**src/rtl/riscv_core_axi_pkg.sv**
```systemverilog
// Shared AXI4 encodings and the I-cache refill state type used by the
// core's memory-side AXI responders.
package riscv_core_axi_pkg;

  localparam logic [1:0] AXI_BURST_INCR = 2'b01;

  localparam logic [1:0] AXI_RESP_OKAY   = 2'b00;
  localparam logic [1:0] AXI_RESP_EXOKAY = 2'b01;
  localparam logic [1:0] AXI_RESP_SLVERR = 2'b10;
  localparam logic [1:0] AXI_RESP_DECERR = 2'b11;

  // Instruction fetch, secure, unprivileged
  localparam logic [2:0] AXI_PROT_INSTR = 3'b100;

  typedef enum logic [1:0] {
    REFILL_IDLE  = 2'd0,
    REFILL_AR    = 2'd1,
    REFILL_RDATA = 2'd2,
    REFILL_DONE  = 2'd3
  } refill_state_e;

  // SLVERR and DECERR both carry bit 1; OKAY/EXOKAY do not
  function automatic logic axi_resp_is_err(input logic [1:0] resp);
    return resp[1];
  endfunction

endpackage

```
**src/rtl/riscv_core_icache_refill_axi.sv**
```systemverilog
// I-cache line refill over one AXI4 INCR read burst: latch the line address,
// issue AR, assemble R beats into a line, pulse done.
// Optional ICACHE_REFILL_ERR_EN adds a sticky per-burst o_refill_err output.
module riscv_core_icache_refill_axi
  import riscv_core_axi_pkg::*;
#(
  parameter int ADDR_WIDTH     = 64,
  parameter int LINE_WIDTH     = 256,
  parameter int AXI_DATA_WIDTH = 64,
  parameter int AXI_ID_WIDTH   = 4,
  parameter int AXI_ID         = 0
) (
  input  logic                      i_clk,
  input  logic                      i_rst_n,
  input  logic                      i_mem_req,
  input  logic [ADDR_WIDTH-1:0]     i_addr,
  output logic                      o_mem_done,
  output logic [LINE_WIDTH-1:0]     o_line_data,
  output logic                      o_arvalid,
  input  logic                      i_arready,
  output logic [ADDR_WIDTH-1:0]     o_araddr,
  output logic [7:0]                o_arlen,
  output logic [2:0]                o_arsize,
  output logic [1:0]                o_arburst,
  output logic [AXI_ID_WIDTH-1:0]   o_arid,
  output logic [2:0]                o_arprot,
  input  logic                      i_rvalid,
  output logic                      o_rready,
  input  logic [AXI_DATA_WIDTH-1:0] i_rdata,
  input  logic [1:0]                i_rresp,
  input  logic                      i_rlast
`ifdef ICACHE_REFILL_ERR_EN
  ,output logic                     o_refill_err
`endif
);

  localparam int BEATS       = LINE_WIDTH / AXI_DATA_WIDTH;
  localparam int CNT_WIDTH   = (BEATS > 1) ? $clog2(BEATS) : 1;
  localparam int OFFSET_BITS = $clog2(LINE_WIDTH / 8);
  localparam logic [2:0]           ARSIZE    = 3'($clog2(AXI_DATA_WIDTH / 8));
  localparam logic [CNT_WIDTH-1:0] LAST_BEAT = CNT_WIDTH'(BEATS - 1);

  generate
    if ((LINE_WIDTH % AXI_DATA_WIDTH) != 0 || BEATS < 1) begin : g_bad_cfg
      $error("LINE_WIDTH must be a non-zero multiple of AXI_DATA_WIDTH");
    end
  endgenerate

  refill_state_e                      state_q, state_d;
  logic [ADDR_WIDTH-1:OFFSET_BITS]    addr_q, addr_d;
  logic [CNT_WIDTH-1:0]               cnt_q, cnt_d;
  logic [LINE_WIDTH-1:0]              line_q, line_d;
  logic                               beat_acc_s;
  logic                               last_beat_s;

  assign beat_acc_s  = i_rvalid && (state_q == REFILL_RDATA);
  assign last_beat_s = (cnt_q == LAST_BEAT);

`ifdef ICACHE_REFILL_ERR_EN
  logic err_q, err_d;
  logic unused_s;
  assign unused_s     = ^{i_addr[OFFSET_BITS-1:0], i_rresp[0]};
  assign o_refill_err = err_q;
`else
  logic unused_s;
  assign unused_s = ^{i_addr[OFFSET_BITS-1:0], i_rresp, i_rlast};
`endif

  // State register and datapath flops
  always_ff @(posedge i_clk or negedge i_rst_n) begin
    if (!i_rst_n) begin
      state_q <= REFILL_IDLE;
      addr_q  <= {(ADDR_WIDTH - OFFSET_BITS){1'b0}};
      cnt_q   <= {CNT_WIDTH{1'b0}};
      line_q  <= {LINE_WIDTH{1'b0}};
`ifdef ICACHE_REFILL_ERR_EN
      err_q   <= 1'b0;
`endif
    end else begin
      state_q <= state_d;
      addr_q  <= addr_d;
      cnt_q   <= cnt_d;
      line_q  <= line_d;
`ifdef ICACHE_REFILL_ERR_EN
      err_q   <= err_d;
`endif
    end
  end

  // Next-state logic; completion is counted, never taken from RLAST
  always_comb begin
    state_d = state_q;
    case (state_q)
      REFILL_IDLE: begin
        if (i_mem_req) state_d = REFILL_AR;
        else           state_d = REFILL_IDLE;
      end
      REFILL_AR: begin
        if (i_arready) state_d = REFILL_RDATA;
        else           state_d = REFILL_AR;
      end
      REFILL_RDATA: begin
        if (beat_acc_s && last_beat_s) state_d = REFILL_DONE;
        else                           state_d = REFILL_RDATA;
      end
      REFILL_DONE: state_d = REFILL_IDLE;
      default:     state_d = REFILL_IDLE;
    endcase
  end

  // Address latch, beat counter, line assembly and error accumulation
  always_comb begin
    addr_d = addr_q;
    cnt_d  = cnt_q;
    line_d = line_q;
`ifdef ICACHE_REFILL_ERR_EN
    err_d  = err_q;
`endif
    case (state_q)
      REFILL_IDLE: begin
        if (i_mem_req) begin
          addr_d = i_addr[ADDR_WIDTH-1:OFFSET_BITS];
          cnt_d  = {CNT_WIDTH{1'b0}};
`ifdef ICACHE_REFILL_ERR_EN
          err_d  = 1'b0;
`endif
        end else begin
          addr_d = addr_q;
        end
      end
      REFILL_RDATA: begin
        if (beat_acc_s) begin
          for (int b = 0; b < BEATS; b++) begin
            if (cnt_q == CNT_WIDTH'(b)) begin
              line_d[b*AXI_DATA_WIDTH +: AXI_DATA_WIDTH] = i_rdata;
            end else begin
              line_d[b*AXI_DATA_WIDTH +: AXI_DATA_WIDTH] = line_q[b*AXI_DATA_WIDTH +: AXI_DATA_WIDTH];
            end
          end
          cnt_d = cnt_q + {{(CNT_WIDTH-1){1'b0}}, 1'b1};
`ifdef ICACHE_REFILL_ERR_EN
          err_d = err_q | axi_resp_is_err(i_rresp) | (i_rlast != last_beat_s);
`endif
        end else begin
          cnt_d = cnt_q;
        end
      end
      default: begin
        cnt_d = cnt_q;
      end
    endcase
  end

  // Handshake outputs decoded straight from the state flop
  always_comb begin
    o_arvalid  = 1'b0;
    o_rready   = 1'b0;
    o_mem_done = 1'b0;
    case (state_q)
      REFILL_AR:    o_arvalid  = 1'b1;
      REFILL_RDATA: o_rready   = 1'b1;
      REFILL_DONE:  o_mem_done = 1'b1;
      default: begin
        o_arvalid  = 1'b0;
        o_rready   = 1'b0;
        o_mem_done = 1'b0;
      end
    endcase
  end

  assign o_line_data = line_q;
  assign o_araddr    = {addr_q, {OFFSET_BITS{1'b0}}};
  assign o_arlen     = 8'(BEATS - 1);
  assign o_arsize    = ARSIZE;
  assign o_arburst   = AXI_BURST_INCR;
  assign o_arid      = AXI_ID_WIDTH'(AXI_ID);
  assign o_arprot    = AXI_PROT_INSTR;

endmodule

```
**config.mk**
```make
export PLATFORM = sky130hd
export DESIGN_NAME = riscv_core_icache_refill_axi
export DESIGN_NICKNAME = d
export VERILOG_FILES = /design/src/rtl/riscv_core_axi_pkg.sv /design/src/rtl/riscv_core_icache_refill_axi.sv
export SDC_FILE = /design/constraint.sdc
export NUM_CORES = 1
export LEC_CHECK = 0
export BUFFER_PORTS_ARGS = -buffer_cell sky130_fd_sc_hd__buf_2
export CAP_MARGIN = 10
export CORE_AREA = 2 2 189 191
export DETAILED_ROUTE_END_ITERATION = 8
export DIE_AREA = 0 0 191 193
export GPL_TIMING_DRIVEN = 1
export PLACE_DENSITY_LB_ADDON = 0.3
export RECOVER_POWER = 25
export SLEW_MARGIN = 20
export SYNTH_ARGS = -nofsm -noshare
export SYNTH_HDL_FRONTEND = slang
export SYNTH_SLANG_ARGS = --single-unit
```
**constraint.sdc**
```tcl
create_clock -name i_clk -period 1.8 [get_ports i_clk]
set_clock_uncertainty 0.05 [all_clocks]
set_input_delay 0.27 -clock i_clk [delete_from_list [all_inputs] [get_ports i_clk]]
set_output_delay 0.27 -clock i_clk [all_outputs]
set_load 0.01 [all_outputs]
```
# ---- Yosys cells after proc, flatten, opt, wreduce, memory -nomap -nowiden
# Index checks and enable logic that the tools add are counted.
dict set report totals {
  ff_bits 319
  latchBits 0
  mem_bits_rw 0
  romBits 0
  out_inout_bits 343
  memories 0
}
dict set report classes {
  add_sub_neg 1
  multipliers 0
  div 0
  magnitude_cmp 0
  eq_ne 8
  shifts 0
  mux 10
  bitwise_logic 0
  reduce_logical 11
}
# operator n
set ops {}
lappend ops {{$reduce_and A3 Y1} 5}
lappend ops {{$eq A2 B2 Y1 const B} 4}
lappend ops {{$pmux W2 S4} 1}
lappend ops {{$mux W2} 3}
lappend ops {{$mux W1} 5}
lappend ops {{$eq A2 B1 Y1 const B} 2}
lappend ops {{$logic_not A2 Y1} 2}
lappend ops {{$ne A2 B2 Y1 const B} 2}
lappend ops {{$pmux W2 S2} 1}
lappend ops {{$add A2 B1 Y2 const B} 1}
lappend ops {{$logic_and A1 B1 Y1} 2}
lappend ops {{$reduce_and A2 Y1} 1}
lappend ops {{$reduce_bool A2 Y1} 1}

# ---- Longest topological paths before layout
# Gate-level depths: netlist of run 1.
dict set report depth {
  ltp_word 5
  depth_mapped 6
  mapped_depth_nobuf 4
}

# ---- Worst setup path before layout of run 1
# Ideal clock, no wire load.
dict set report synth_path {
  path_kind {reg2reg}
  startpoint {register state_q[0]}
  endpoint {register addr_q[16] (netlist name)}
  arrival_time_ps 1474
  slack_ps 151
  stages_incl_launch_ff 6
  path_buffers 3
  period_less_slack_ps 1649
  cell_sequence {dfrtp_1 -> buf_2 -> nor3b_2 -> buf_2 -> buf_4 -> mux2_2}
}
dict set report synth_via {
  elab_chain_len 2
}
# element line
set synth_rtl {}
lappend synth_rtl {{start, declared} riscv_core_icache_refill_axi.sv:49} ;# refill_state_e state_q, state_d;
lappend synth_rtl {{start signal, assigned} riscv_core_icache_refill_axi.sv:80} ;# state_q <= state_d;
lappend synth_rtl {{$logic_not A2 Y1} riscv_core_icache_refill_axi.sv:119} ;# case (state_q)
lappend synth_rtl {{$reduce_and A2 Y1 (no line)} -}
lappend synth_rtl {{end signal, assigned} riscv_core_icache_refill_axi.sv:73} ;# addr_q <= {(ADDR_WIDTH - OFFSET_BITS){1'b0}};
lappend synth_rtl {{end signal, assigned} riscv_core_icache_refill_axi.sv:81} ;# addr_q <= addr_d;
lappend synth_rtl {{end, declared} riscv_core_icache_refill_axi.sv:50} ;# logic [ADDR_WIDTH-1:OFFSET_BITS] addr_q, addr_d;
# No other way between the ends.
# A chain may end at the register's enable or synchronous reset.

==> results of run 1 <==
cell families after synthesis:
| kind of cell | Yosys count |
|---|---|
| muxes | 316 |
| AOI/OAI and AO/OA | 4 |
| buffers and inverters | 61 |
| DFF | 319 |
| other | 2 |
| and+or+nand+nor | 15 |
| adders and majority gates | 4 |
layout make-up:
cell class	count	area (um^2)
Sequential cell	319	7980
Clock buffer	58	1140
Multi-Input combinational cell	364	3890
Fill cell	3002	17400
Inverter	3	11.3
Antenna cell	2	5.00
Clock inverter	3	43.8
Timing Repair Buffer	599	3890
Tap cell	461	577
per-stage QoR:
stage	hold slack, ns	power (mW)	cell area, um^2	instances	utilization, %
2_1_floorplan	-0.0756	16.8	12300	744	-
3_3_place_gp	0.144	21.4	15100	1617	43.1
3_5_place_dp	0.144	21.6	15100	1617	43.1
4_1_cts	0.000722	29.3	17500	1800	49.9
5_1_grt	0.0100	30.8	17500	1808	50.2
6_report	0.0174	29.1	17500	1809	50.2
worst max-delay path by stage:
stage / start / to / slack [ns]
2_1_floorplan: state_q[0] / addr_q[16] / 0.15
5_1_grt: register / o_arvalid / 0.004
4_1_cts: cnt_q[0] / o_line_data[24] / 0.02
3_5_place_dp: cnt_q[0] / o_line_data[24] / 0.04
6_report: register / o_arvalid / 0.07
3_3_place_gp: cnt_q[0] / o_line_data[46] / 0.08
what timing repair did:
action / CTS / global route
setup endpoints to repair: 3 / 57
setup buffers: 3 / 3
hold buffers: 119 / 0
resized for setup: 1 / 0
pin swaps: 0 / 1
cloned: 0 / 4
hold endpoints to repair: 429 / 0
power groups by stage:
stage | Sequential (mW) | Clock, mW | Combinational (mW)
global placement | 11.9 | 0 | 9.51
CTS | 11.9 | 7.46 | 9.94
floorplan | 13.4 | 0 | 3.48
detailed placement | 12.0 | 0 | 9.67
finish | 11.9 | 7.23 | 9.95
global route | 12.3 | 7.75 | 10.7
cell usage in the layout, fill, tap and decap left out, types with 2 or more instances in the layout:
| cell type | netlist | final |
|---|---|---|
| sky130_fd_sc_hd__clkbuf_1 | 0 | 7 |
| sky130_fd_sc_hd__nand3_1 | 3 | 2 |
| sky130_fd_sc_hd__nand3_4 | 2 | 4 |
| sky130_fd_sc_hd__buf_4 | 26 | 9 |
| sky130_fd_sc_hd__buf_12 | 0 | 13 |
| sky130_fd_sc_hd__dlygate4sd3_1 | 0 | 119 |
| sky130_fd_sc_hd__clkbuf_8 | 0 | 14 |
| sky130_fd_sc_hd__and2_1 | 2 | 2 |
| sky130_fd_sc_hd__mux2_2 | 191 | 191 |
| sky130_fd_sc_hd__inv_1 | 3 | 3 |
| sky130_fd_sc_hd__ha_1 | 4 | 4 |
| sky130_fd_sc_hd__buf_2 | 20 | 444 |
| sky130_fd_sc_hd__diode_2 | 0 | 2 |
| sky130_fd_sc_hd__buf_6 | 12 | 2 |
| sky130_fd_sc_hd__clkbuf_2 | 0 | 8 |
| sky130_fd_sc_hd__dfrtp_1 | 319 | 318 |
| sky130_fd_sc_hd__clkbuf_16 | 0 | 40 |
| sky130_fd_sc_hd__conb_1 | 2 | 25 |
| sky130_fd_sc_hd__mux2_1 | 124 | 124 |
sequential cells by signal, summed over array words and instances, names as in the netlist, named ones only:
| register | flops |
|---|---|
| addr_q | 59 |
| cnt_q | 2 |
| o_line_data | 256 |
| state_q | 1 |
critical path: stages, from the launching register on:
cell	delay, ns
sky130_fd_sc_hd__dfrtp_2	0.42
sky130_fd_sc_hd__buf_4	0.17
sky130_fd_sc_hd__nor2b_1	0.14
sky130_fd_sc_hd__buf_2	0.16
routing by layer:
layer / share of wire [%] / vias up / wire length (um) / track usage, %
met1: 39 / 4119 / 13200 / 20.4
met3: 7.4 / 52 / 2470 / 4.78
met2: 50 / 331 / 16800 / 30.5
li1: - / 3707 / - / -
met5: 0 / - / 0 / 0
met4: 3.2 / 0 / 1070 / 6.92
==> results by group, run 1 <==
Run status
  • Outcome: finished clean

Floorplanning
  • Overall die area: around 37000 um^2
  • Number of placement rows: 69
  • Core footprint: 35000 um^2
  • Starting density of the core: 34.9%
  • Die width: approximately 190 um
  • Die height: 193 um
  • I/O pins: 479

Clock tree
  • TritonCTS Buffers: 35
  • Number of levels the H-tree was split into: 2
  • Latest clock arrival within the worst-skew pair: 0.51 ns
  • Clk slew on worst S/H paths: 0.06 ns
  • Sink count of the clock tree: 319
  • Root buf cell: sky130_fd_sc_hd__clkbuf_16
  • Clock Path Buffers: 3
  • Clock tree from TritonCTS: yes

Worst setup path
  • Arrival time at the worst endpoint: ~1.4 ns
  • Top fanout value on the critical path: 8
  • Crit start category: register
  • Worst Reg-to-Reg Cells: 6
  • Worst R2R Start: cnt_q[0]
  • Worst EP required: approximately 1.5 ns
  • Kind of end point of the critical path: output port
  • Worst setup path class: register to output port
  • Flop-to-flop setup slack: 0.09 ns
  • Worst R2R End: o_line_data[63]

Synthesis
  • Post-synthesis share of cell area spent on xor and xnor gates: 0%
  • Top flip-flop cell by instance count after synthesis: sky130_fd_sc_hd__dfrtp_1
  • Leading cell types by count after synthesis: 319 x sky130_fd_sc_hd__dfrtp_1, 191 x sky130_fd_sc_hd__mux2_2, 124 x sky130_fd_sc_hd__mux2_1, 26 x sky130_fd_sc_hd__buf_4, 20 x sky130_fd_sc_hd__buf_2
  • Warnings, synthesis: 0
  • Synth top area cells: sky130_fd_sc_hd__dfrtp_1 65%, sky130_fd_sc_hd__mux2_2 18%, sky130_fd_sc_hd__mux2_1 11%
  • Dominant combinational cell family by area after synthesis: multiplexers
  • Multiplexer area fraction after synthesis: about 29%
  • Share of the synthesized area in the top cell type: 65.4%
  • EDFF count, synth: 0
  • Part of the Yosys area used for sequential elements: 65.4%
  • Yosys cell types: 25
  • Cell Area, Synth: roughly 12000 um^2
  • Compound-gate portion of the synthesized area: 0.246%
  • Cell taking the most area after synthesis: sky130_fd_sc_hd__dfrtp_1
  • Share of synthesized registers carrying an async set or reset: 100%
  • Post-Syn Area per Cell: between 15 and 20 um^2
  • Total of flip-flops plus latches after synthesis: approximately 320
  • Dominant cell by count in the synthesized netlist: sky130_fd_sc_hd__dfrtp_1
  • Post-synthesis adder-cell area fraction: 0.410%
  • Area share of and/or/nand/nor cells after synthesis: 1.09%
  • Mapped Cells: 721

Pwr
  • Cell leakage power: 9.20 nW
  • Sequential share of power: 40.9%
  • Switching power summed over all nets: 9.27 mW
  • Internal cell power: between 15 and 20 mW
  • Worst ir drop on vdd: 1.22 mV
  • Fraction of power consumed by combinational cells: 34.2%
  • Switching part of the total: a little under a third
  • Part of the power in the clock network: ~25%
  • Cell Pwr Density: 1660 nW/um^2

Layout
  • Syn-to-layout area delta: 43.8%
  • Total number of nets in the final design: roughly 1500
  • Ratio of cells with drive above 1 in the final layout: 54.5%

Placement
  • Setup WS pre-CTS: roughly 0.04 ns
  • Detailed placement HPWL: 22200 um
  • Routability Congestion: 0.768
  • Number of buffer cells added on primary ports: approximately 450

Detailed routing
  • Detail Route Antenna Nets: 0
  • WL/cell: around 19 um
  • Drc violations: 0
  • Final routed wirelength across all metal layers: 33600 um
  • Violation count after the first detailed-route iteration: around 140
  • Via density per instance: 4.54
  • Routed vias: 8209
  • Pre-Repair DR Iteration Count: 5

Timing
  • Final worst setup slack: 0.0715 ns
  • Maximum clock rate: 579 MHz
  • Measured slew at the worst slew-check pin: 1.17 ns
  • Post-layout min period: 1.73 ns
  • Setup total negative slack: 0 ns
  • Setup violations, final: 0
  • Hold Fails Final Rpt: 0
  • Unrepaired setup endpoints after global routing: no
  • Post-route clock period utilization: a little over nine tenths
  • Max-slew violation count: 0
  • Headroom to the max-slew limit: 22.3%

Worst hold path
  • Worst hold path cell count: 2
  • Worst min path class: input port to register
  • Worst hold start: i_rdata[1]
  • Worst hold endpoint: o_line_data[1]

Global route
  • Initial antenna violation count: 1
  • Global-route wire length before repair: 49500 um
  • Overall routing resource usage: 17.5%
  • Via count of the first global-routing pass: 8619
  • Pin count of the biggest net entering global routing: just over 60
  • Aggregate global routing overflow: 0

Job
  • Total of max-cap violations: 0
(Power assumes the default switching activity.)
==> run 2: changes to the inputs <==
--- a/config.mk
+++ b/config.mk
@@ -7,9 +7,8 @@
 export LEC_CHECK = 0
 export BUFFER_PORTS_ARGS = -buffer_cell sky130_fd_sc_hd__buf_2
 export CAP_MARGIN = 10
-export CORE_AREA = 2 2 189 191
+export CORE_UTILIZATION = 30
 export DETAILED_ROUTE_END_ITERATION = 8
-export DIE_AREA = 0 0 191 193
 export GPL_TIMING_DRIVEN = 1
 export PLACE_DENSITY_LB_ADDON = 0.3
 export RECOVER_POWER = 25
==> run 2 against run 1 <==
  * Routed wire length shrank 4.1%
  * Core utilization shrank 6.2 points
  * Combinational power shrank 0.7%
  * Global-route usage shrank 1.9 points
  * Critical path type unchanged
==> results by group, run 2 (synthesis gave the netlist of run 1 again) <==
Layout
  • Max reg flops: 256 (unchanged)
  • Ratio of cells with drive above 1 in the final layout: 53.9% (-0.59 points)
  • Fraction of the core area covered by cells at the end of the flow: 44.0% (-6.2 points)
  • Ant diodes: 0 (-2)
  • Most common cell after layout, fill and taps aside: sky130_fd_sc_hd__buf_2
  • Total number of nets in the final design: 1464 (+0.14%)
  • Leading cell types in the layout, fill and taps excluded: 445 x sky130_fd_sc_hd__buf_2, 318 x sky130_fd_sc_hd__dfrtp_1, 191 x sky130_fd_sc_hd__mux2_2
  • Syn-to-layout area delta: 44.0%

Timing
  • Hold Fails Final Rpt: 0 (unchanged)
  • Setup violations, final: 0 (unchanged)
  • Post-route clock period utilization: 95.8% (-0.19 points)
  • Maximum clock rate: 580 MHz (+0.20%)
  • Post-layout min period: 1.73 ns (-0.00342 ns)
  • Measured slew at the worst slew-check pin: 0.935 ns (-0.230 ns)
  • Headroom to the max-slew limit: 37.6% (+15 points)
  • Final worst setup slack: 0.0749 ns (+0.00342 ns)
  • Unrepaired setup endpoints after global routing: no
  • Max-slew violation count: 0 (unchanged)

Detailed routing
  • WL/cell: 17.2 um (-7.3%)
  • Routed vias: 8184 (-0.30%)
  • Detail Route Antenna Nets: 0 (unchanged)
  • Drc violations: 0 (unchanged)
  • Via density per instance: 4.37 (-3.6%)
  • Pre-Repair DR Iteration Count: 3 (-2)
  • Violation count after the first detailed-route iteration: 183 (+29%)
  • Final routed wirelength across all metal layers: 32200 um (-4.1%)

Clock tree
  • Sink count of the clock tree: 319 (unchanged)
  • Number of levels the H-tree was split into: 2 (unchanged)
  • Clock Path Buffers: 3 (unchanged)
  • Latest clock arrival within the worst-skew pair: 0.52 ns (about the same)
  • Clk slew on worst S/H paths: 0.06 ns (about the same)
  • Root buf cell: sky130_fd_sc_hd__clkbuf_16
  • TritonCTS Buffers: 36 (+2.9%)
  • Clock tree from TritonCTS: yes

Global route
  • Global-route wire length before repair: 50100 um (+1.3%)
  • Pin count of the biggest net entering global routing: 73 (+18%)
  • Initial antenna violation count: 1 (unchanged)
  • Overall routing resource usage: 15.6% (-1.9 points)
  • Via count of the first global-routing pass: 8820 (+2.3%)
  • Aggregate global routing overflow: 0 (unchanged)

Worst hold path
  • Worst min path class: input port to register

Placement
  • Setup WS pre-CTS: 0.149 ns (+0.109 ns)
  • Routability Congestion: 0.759 (-1.1%)
  • Detailed placement HPWL: 22100 um (-0.54%)
  • Number of buffer cells added on primary ports: 445 (unchanged)

Floorplanning
  • Core footprint: 39900 um^2 (+14%)
  • Die width: 204 um (+6.6%)
  • Overall die area: 41500 um^2 (+13%)
  • Number of placement rows: 73 (+5.8%)
  • Die height: 204 um (+5.5%)
  • Starting density of the core: 30.6% (-4.3 points)
  • I/O pins: 479 (unchanged)

Worst setup path
  • Family with the most delay on the worst path: flip-flops
  • Slowest stage cell on the critical path: sky130_fd_sc_hd__dfrtp_2
  • Slowest cell delay on critical path: 0.45 ns (+0.03 ns)
  • Top fanout value on the critical path: 7 (-1)
  • Arrival time at the worst endpoint: 1.41 ns (about the same)
  • Worst setup path class: register to output port
  • Kind of end point of the critical path: output port
  • Worst path bufs/invs: 2 (unchanged)
  • Worst EP required: 1.48 ns (about the same)
  • Crit start category: register
  • Worst-path cell chain: buf_6, and2_1, buf_2

Pwr
  • Worst ir drop on vdd: 1.20 mV (-2.2%)
  • Cell leakage power: 9.15 nW (-0.49%)
  • Power consumption: 28.8 mW (-0.76%)
  • Cell Pwr Density: 1640 nW/um^2 (-0.88%)

Run status
  • Outcome: finished clean

Job
  • Total of max-cap violations: 0 (unchanged)
[run 2: changes by cell type in the layout (fill, tap and decap cells not counted), sizes merged]
cell and change:
buf +2, inv +1, dlygate4sd3 +5, diode -2, clkinv +3, clkbuf -12, bufinv +1
[run 2: report_power, final]
| part | switching (mW) | leakage, nW | total, mW | internal (mW) |
|---|---|---|---|---|
| logic | 4.85 | 4.52 | 9.88 | 5.02 |
| registers | 1.51 | 4.07 | 11.8 | 10.3 |
| clock network | 2.81 | 0.568 | 7.14 | 4.33 |
[run 2: timing repair]
item / in CTS / in global routing
hold buffers: 124 / 0
hold endpoints to repair: 496 / 0
endpoints found under the setup margin: 3 / 1
resized for setup: 3 / 1
setup buffers: 2 / 0
cloned: 0 / 0
[run 2: metrics by stage]
step | TNS, ns | std cells | hold slack (ns) | instance area, um^2
finish | 0 | 1871 | 0.0629 | 17600
global route | 0 | 1871 | 0.0758 | 17600
CTS | -0.00963 | 1871 | 0.0422 | 17600
detailed placement | 0 | 1685 | 0.151 | 15200
global placement | 0 | 1685 | 0.148 | 15200
floorplan | 0 | 744 | -0.0756 | 12300
[run 2: routing by layer]
layer | GRT usage (%) | up-vias | part of all wire, %
li1 | - | 3701 | -
met1 | 18.5 | 4112 | 41
met2 | 26.5 | 314 | 49
met3 | 4.43 | 55 | 7.7
met4 | 5.93 | 2 | 2.8
met5 | 0 | - | 0.053
[run 2: final cells by class]
type	count	area, um^2
clock buffers	52	1050
clock inverters	8	93.8
fillers	3612	22300
inverters	3	11.3
multi-input cells	364	3900
flip-flops and latches	319	7980
well taps	525	657
repair buffers	600	3880
[run 2: path summary, 6_finish.rpt]
| kind | slack (ns) | to | startpoint | cells past startpoint |
|---|---|---|---|---|
| setup / recovery | 0.07 | o_mem_done | register | 3 |
| hold / removal | 0.06 | o_line_data[63] | i_rdata[63] | 2 |
| setup reg to reg | 0.10 | addr_q[22] | register | 5 |
| hold reg to reg | 0.43 | o_line_data[95] | o_line_data[95] | 1 |
| max in group asynchronous | 0.27 | o_line_data[109] | i_rst_n | 3 |
| min in group asynchronous | 0.18 | o_line_data[197] | i_rst_n | 2 |
==> run 3: changes to the inputs <==
--- a/config.mk
+++ b/config.mk
@@ -5,6 +5,7 @@
 export SDC_FILE = /design/constraint.sdc
 export NUM_CORES = 1
 export LEC_CHECK = 0
+export ABC_AREA = 1
 export BUFFER_PORTS_ARGS = -buffer_cell sky130_fd_sc_hd__buf_2
 export CAP_MARGIN = 10
 export CORE_UTILIZATION = 30
@@ -12,6 +13,7 @@
 export GPL_TIMING_DRIVEN = 1
 export PLACE_DENSITY_LB_ADDON = 0.3
 export RECOVER_POWER = 25
+export SETUP_SLACK_MARGIN = 0.15
 export SLEW_MARGIN = 20
 export SYNTH_ARGS = -nofsm -noshare
 export SYNTH_HDL_FRONTEND = slang
==> run 3 against run 2 <==
  * Via count is 57% higher
  * Non-clock buffer count up 40
  * Flip-flop and latch count unchanged
  * Critical endpoint is now o_rready
  * Combinational power grew 40%
  * Synthesized area grew 12%
  * Final cell count grew 40%
  * Design area grew 8.3%
  * Core utilization decreased by 1.4 points
  * Critical path type unchanged
==> results by group, run 3 <==
Worst setup path
  • Worst EP required: 1.48 ns (about the same)
  • Slowest stage cell on the critical path: sky130_fd_sc_hd__dfrtp_1
  • Family with the most delay on the worst path: flip-flops
  • Kind of end point of the critical path: output port
  • Worst setup path class: register to output port
  • Slowest cell delay on critical path: 0.41 ns (-0.04 ns)
  • Worst-path cell chain: inv_2, nor2_8, buf_12, buf_6
  • Top fanout value on the critical path: 2 (-5)
  • Worst path bufs/invs: 3 (+1)
  • Arrival time at the worst endpoint: 1.35 ns (-0.06 ns)
  • Crit start category: register

Global route
  • Global-route wire length before repair: 75400 um (+51%)
  • Via count of the first global-routing pass: 13126 (+49%)
  • Pin count of the biggest net entering global routing: 70 (-4.1%)
  • Overall routing resource usage: 20.6% (+5.0 points)
  • Aggregate global routing overflow: 0 (unchanged)
  • Initial antenna violation count: 2 (+1)

Timing
  • Setup total negative slack: 0 ns (unchanged)
  • Headroom to the max-slew limit: 35.4% (-2.3 points)
  • Measured slew at the worst slew-check pin: 0.970 ns (+0.0343 ns)
  • Post-route clock period utilization: 93.0% (-2.8 points)
  • Hold Fails Final Rpt: 0 (unchanged)
  • Setup violations, final: 0 (unchanged)
  • Maximum clock rate: 597 MHz (+3.0%)
  • Unrepaired setup endpoints after global routing: yes
  • Max-slew violation count: 0 (unchanged)
  • Post-layout min period: 1.67 ns (-0.0503 ns)
  • Final worst setup slack: 0.125 ns (+0.0503 ns)
  • Final worst hold slack: 0.0519 ns (-0.0110 ns)

Clock tree
  • Clock tree from TritonCTS: yes
  • TritonCTS Buffers: 37 (+2.8%)
  • Number of levels the H-tree was split into: 2 (unchanged)
  • Latest clock arrival within the worst-skew pair: 0.52 ns (about the same)
  • Clk slew on worst S/H paths: 0.06 ns (about the same)
  • Sink count of the clock tree: 319 (unchanged)
  • Clock Path Buffers: 3 (unchanged)
  • Root buf cell: sky130_fd_sc_hd__clkbuf_16

Floorplanning
  • Die width: 215 um (+5.8%)
  • I/O pins: 479 (unchanged)
  • Die height: 215 um (+5.8%)
  • Core footprint: 44600 um^2 (+12%)
  • Number of placement rows: 77 (+5.5%)
  • Starting density of the core: 30.6% (+0.072 points)
  • Overall die area: 46400 um^2 (+12%)

Synthesis
  • Leading cell types by count after synthesis: 636 x sky130_fd_sc_hd__nand2_1, 319 x sky130_fd_sc_hd__dfrtp_1, 257 x sky130_fd_sc_hd__nand4_1, 63 x sky130_fd_sc_hd__nand3_1, 60 x sky130_fd_sc_hd__buf_2
  • Post-Syn Area per Cell: 9.40 um^2 (-44%)
  • EDFF count, synth: 0 (unchanged)
  • Synth top area cells: sky130_fd_sc_hd__dfrtp_1 58%, sky130_fd_sc_hd__nand2_1 17%, sky130_fd_sc_hd__nand4_1 12%
  • Total of flip-flops plus latches after synthesis: 319 (unchanged)
  • Dominant cell by count in the synthesized netlist: sky130_fd_sc_hd__nand2_1
  • Share of the synthesized area in the top cell type: 58.4% (-7.0 points)
  • Share of synthesized registers carrying an async set or reset: 100% (unchanged)
  • Mapped Cells: 1454 (+100%)
  • Cell taking the most area after synthesis: sky130_fd_sc_hd__dfrtp_1
  • Top flip-flop cell by instance count after synthesis: sky130_fd_sc_hd__dfrtp_1
  • Yosys cell types: 20 (-20%)
  • Cell Area, Synth: 13700 um^2 (+12%)
  • Part of the Yosys area used for sequential elements: 58.4% (-7.0 points)
  • Warnings, synthesis: 0 (unchanged)

Pwr
  • Internal cell power: 19.7 mW (+0.23%)
  • Cell Pwr Density: 1730 nW/um^2 (+5.2%)
  • Part of the power in the clock network: 22.3% (-2.5 points)
  • Switching power summed over all nets: 13.2 mW (+43%)
  • Worst ir drop on vdd: 0.945 mV (-21%)
  • Cell leakage power: 10.5 nW (+15%)
  • Switching part of the total: 40.0% (+8.2 points)
  • Fraction of power consumed by combinational cells: 41.9% (+7.7 points)
  • Sequential share of power: 35.7% (-5.3 points)

Layout
  • Most common cell after layout, fill and taps aside: sky130_fd_sc_hd__nand2_1
  • Total number of nets in the final design: 2140 (+46%)
  • Fraction of the core area covered by cells at the end of the flow: 42.7% (-1.4 points)
  • Ant diodes: 0 (unchanged)
  • Leading cell types in the layout, fill and taps excluded: 636 x sky130_fd_sc_hd__nand2_1, 440 x sky130_fd_sc_hd__buf_2, 318 x sky130_fd_sc_hd__dfrtp_1
  • Max reg flops: 256 (unchanged)
  • Ratio of cells with drive above 1 in the final layout: 28.7% (-25 points)
  • Syn-to-layout area delta: 39.2%
  • Final-layout fill cell count: 4362 (+21%)

Run status
  • Outcome: finished clean

Detailed routing
  • Pre-Repair DR Iteration Count: 5 (+2)
  • WL/cell: 18.5 um (+7.8%)
  • Drc violations: 0 (unchanged)
  • Detail Route Antenna Nets: 0 (unchanged)
  • Violation count after the first detailed-route iteration: 934 (+410%)
  • Routed vias: 12848 (+57%)
  • Final routed wirelength across all metal layers: 48500 um (+51%)
  • Via density per instance: 4.91 (+12%)

Placement
  • Setup WS pre-CTS: 0.163 ns (+0.0139 ns)
  • Routability Congestion: 0.835 (+10%)
  • Number of buffer cells added on primary ports: 445 (unchanged)
  • Detailed placement HPWL: 30500 um (+38%)

Job
  • Total of max-cap violations: 0 (unchanged)

Worst hold path
  • Worst min path class: input port to register
-- run 3: cell types whose count changed after synthesis, sizes merged, moves of 3 or more --
| cell | change |
|---|---|
| inv | +3 |
| nand3 | +57 |
| nor2 | +4 |
| buf | +84 |
| nand4 | +261 |
| clkbuf | +14 |
| nand2 | +636 |
| mux2 | -315 |
-- run 3: tightest hold or removal path, delay by kind of cell --
| kind | cells | cell delay, ns |
|---|---|---|
| buf+inv | 1 | 0.10 |
| simple gates | 2 | 0.22 |
-- run 3: routing by layer --
layer	wire [um]	global-route usage, %	vias up
li1	-	-	5939
met1	20300	26.3	6274
met2	23100	33.5	547
met3	3660	5.38	86
met4	1500	7.57	2
met5	15	0	-
-- run 3: timing repair --
item,CTS,global route
gates cloned,1,1
setup endpoints to repair,22,106
buffers inserted,6,0
hold endpoints to repair,351,0
hold buffers,123,0
pin swaps,2,0
resized for setup,13,5
-- run 3: power groups by stage --
stage | Combinational (mW) | Clock (mW) | Sequential [mW]
after floorplan | 6.18 | 0 | 13.0
after global placement | 12.9 | 0 | 11.7
after detailed placement | 13.1 | 0 | 11.7
after CTS | 13.7 | 7.55 | 11.7
after global routing | 15.1 | 7.80 | 12.1
final | 13.8 | 7.33 | 11.7
-- run 3: worst paths after layout --
kind / startpoint / end / slack (ns) / depth (start not counted)
hold reg to reg: addr_q[38] / addr_q[38] / 0.42 / 2
setup reg to reg: state_q[0] / o_line_data[235] / 0.21 / 6
max in group asynchronous: i_rst_n / o_line_data[69] / 0.28 / 3
min in group asynchronous: i_rst_n / o_line_data[201] / 0.39 / 2
setup / recovery: register / o_rready / 0.13 / 4
hold / removal: i_addr[21] / addr_q[21] / 0.05 / 3
-- run 3: stage by stage --
step                instance area [um^2]  std cells  total power, mW
finish                             19000       2617             32.9
global route                       19000       2617             34.9
CTS                                19000       2616             33.0
detailed placement                 16500       2422             24.8
global placement                   16500       2422             24.6
floorplan                          13800       1477             19.2
-- run 3: layout make-up --
class,instances,area [um^2],area share (%)
Tap cell,592,741,3.89
Inverter,6,27.5,0.145
Multi-Input combinational cell,996,4660,24.5
Clock inverter,8,68.8,0.362
Timing Repair Buffer,640,4450,23.4
Clock buffer,56,1100,5.77
Sequential cell,319,7980,42.0
-- run 3: kinds of logic (layout without fill, tap and decap cells) --
family	count (synthesis)	after routing	synth area share (%)
and+or+nand+nor	966	966	32.5
buffers and inverters	162	710	8.61
adders and majority gates	4	4	0.366
AOI/OAI and AO/OA	1	1	0.0366
other	2	25	0.0549
DFF	319	319	58.4
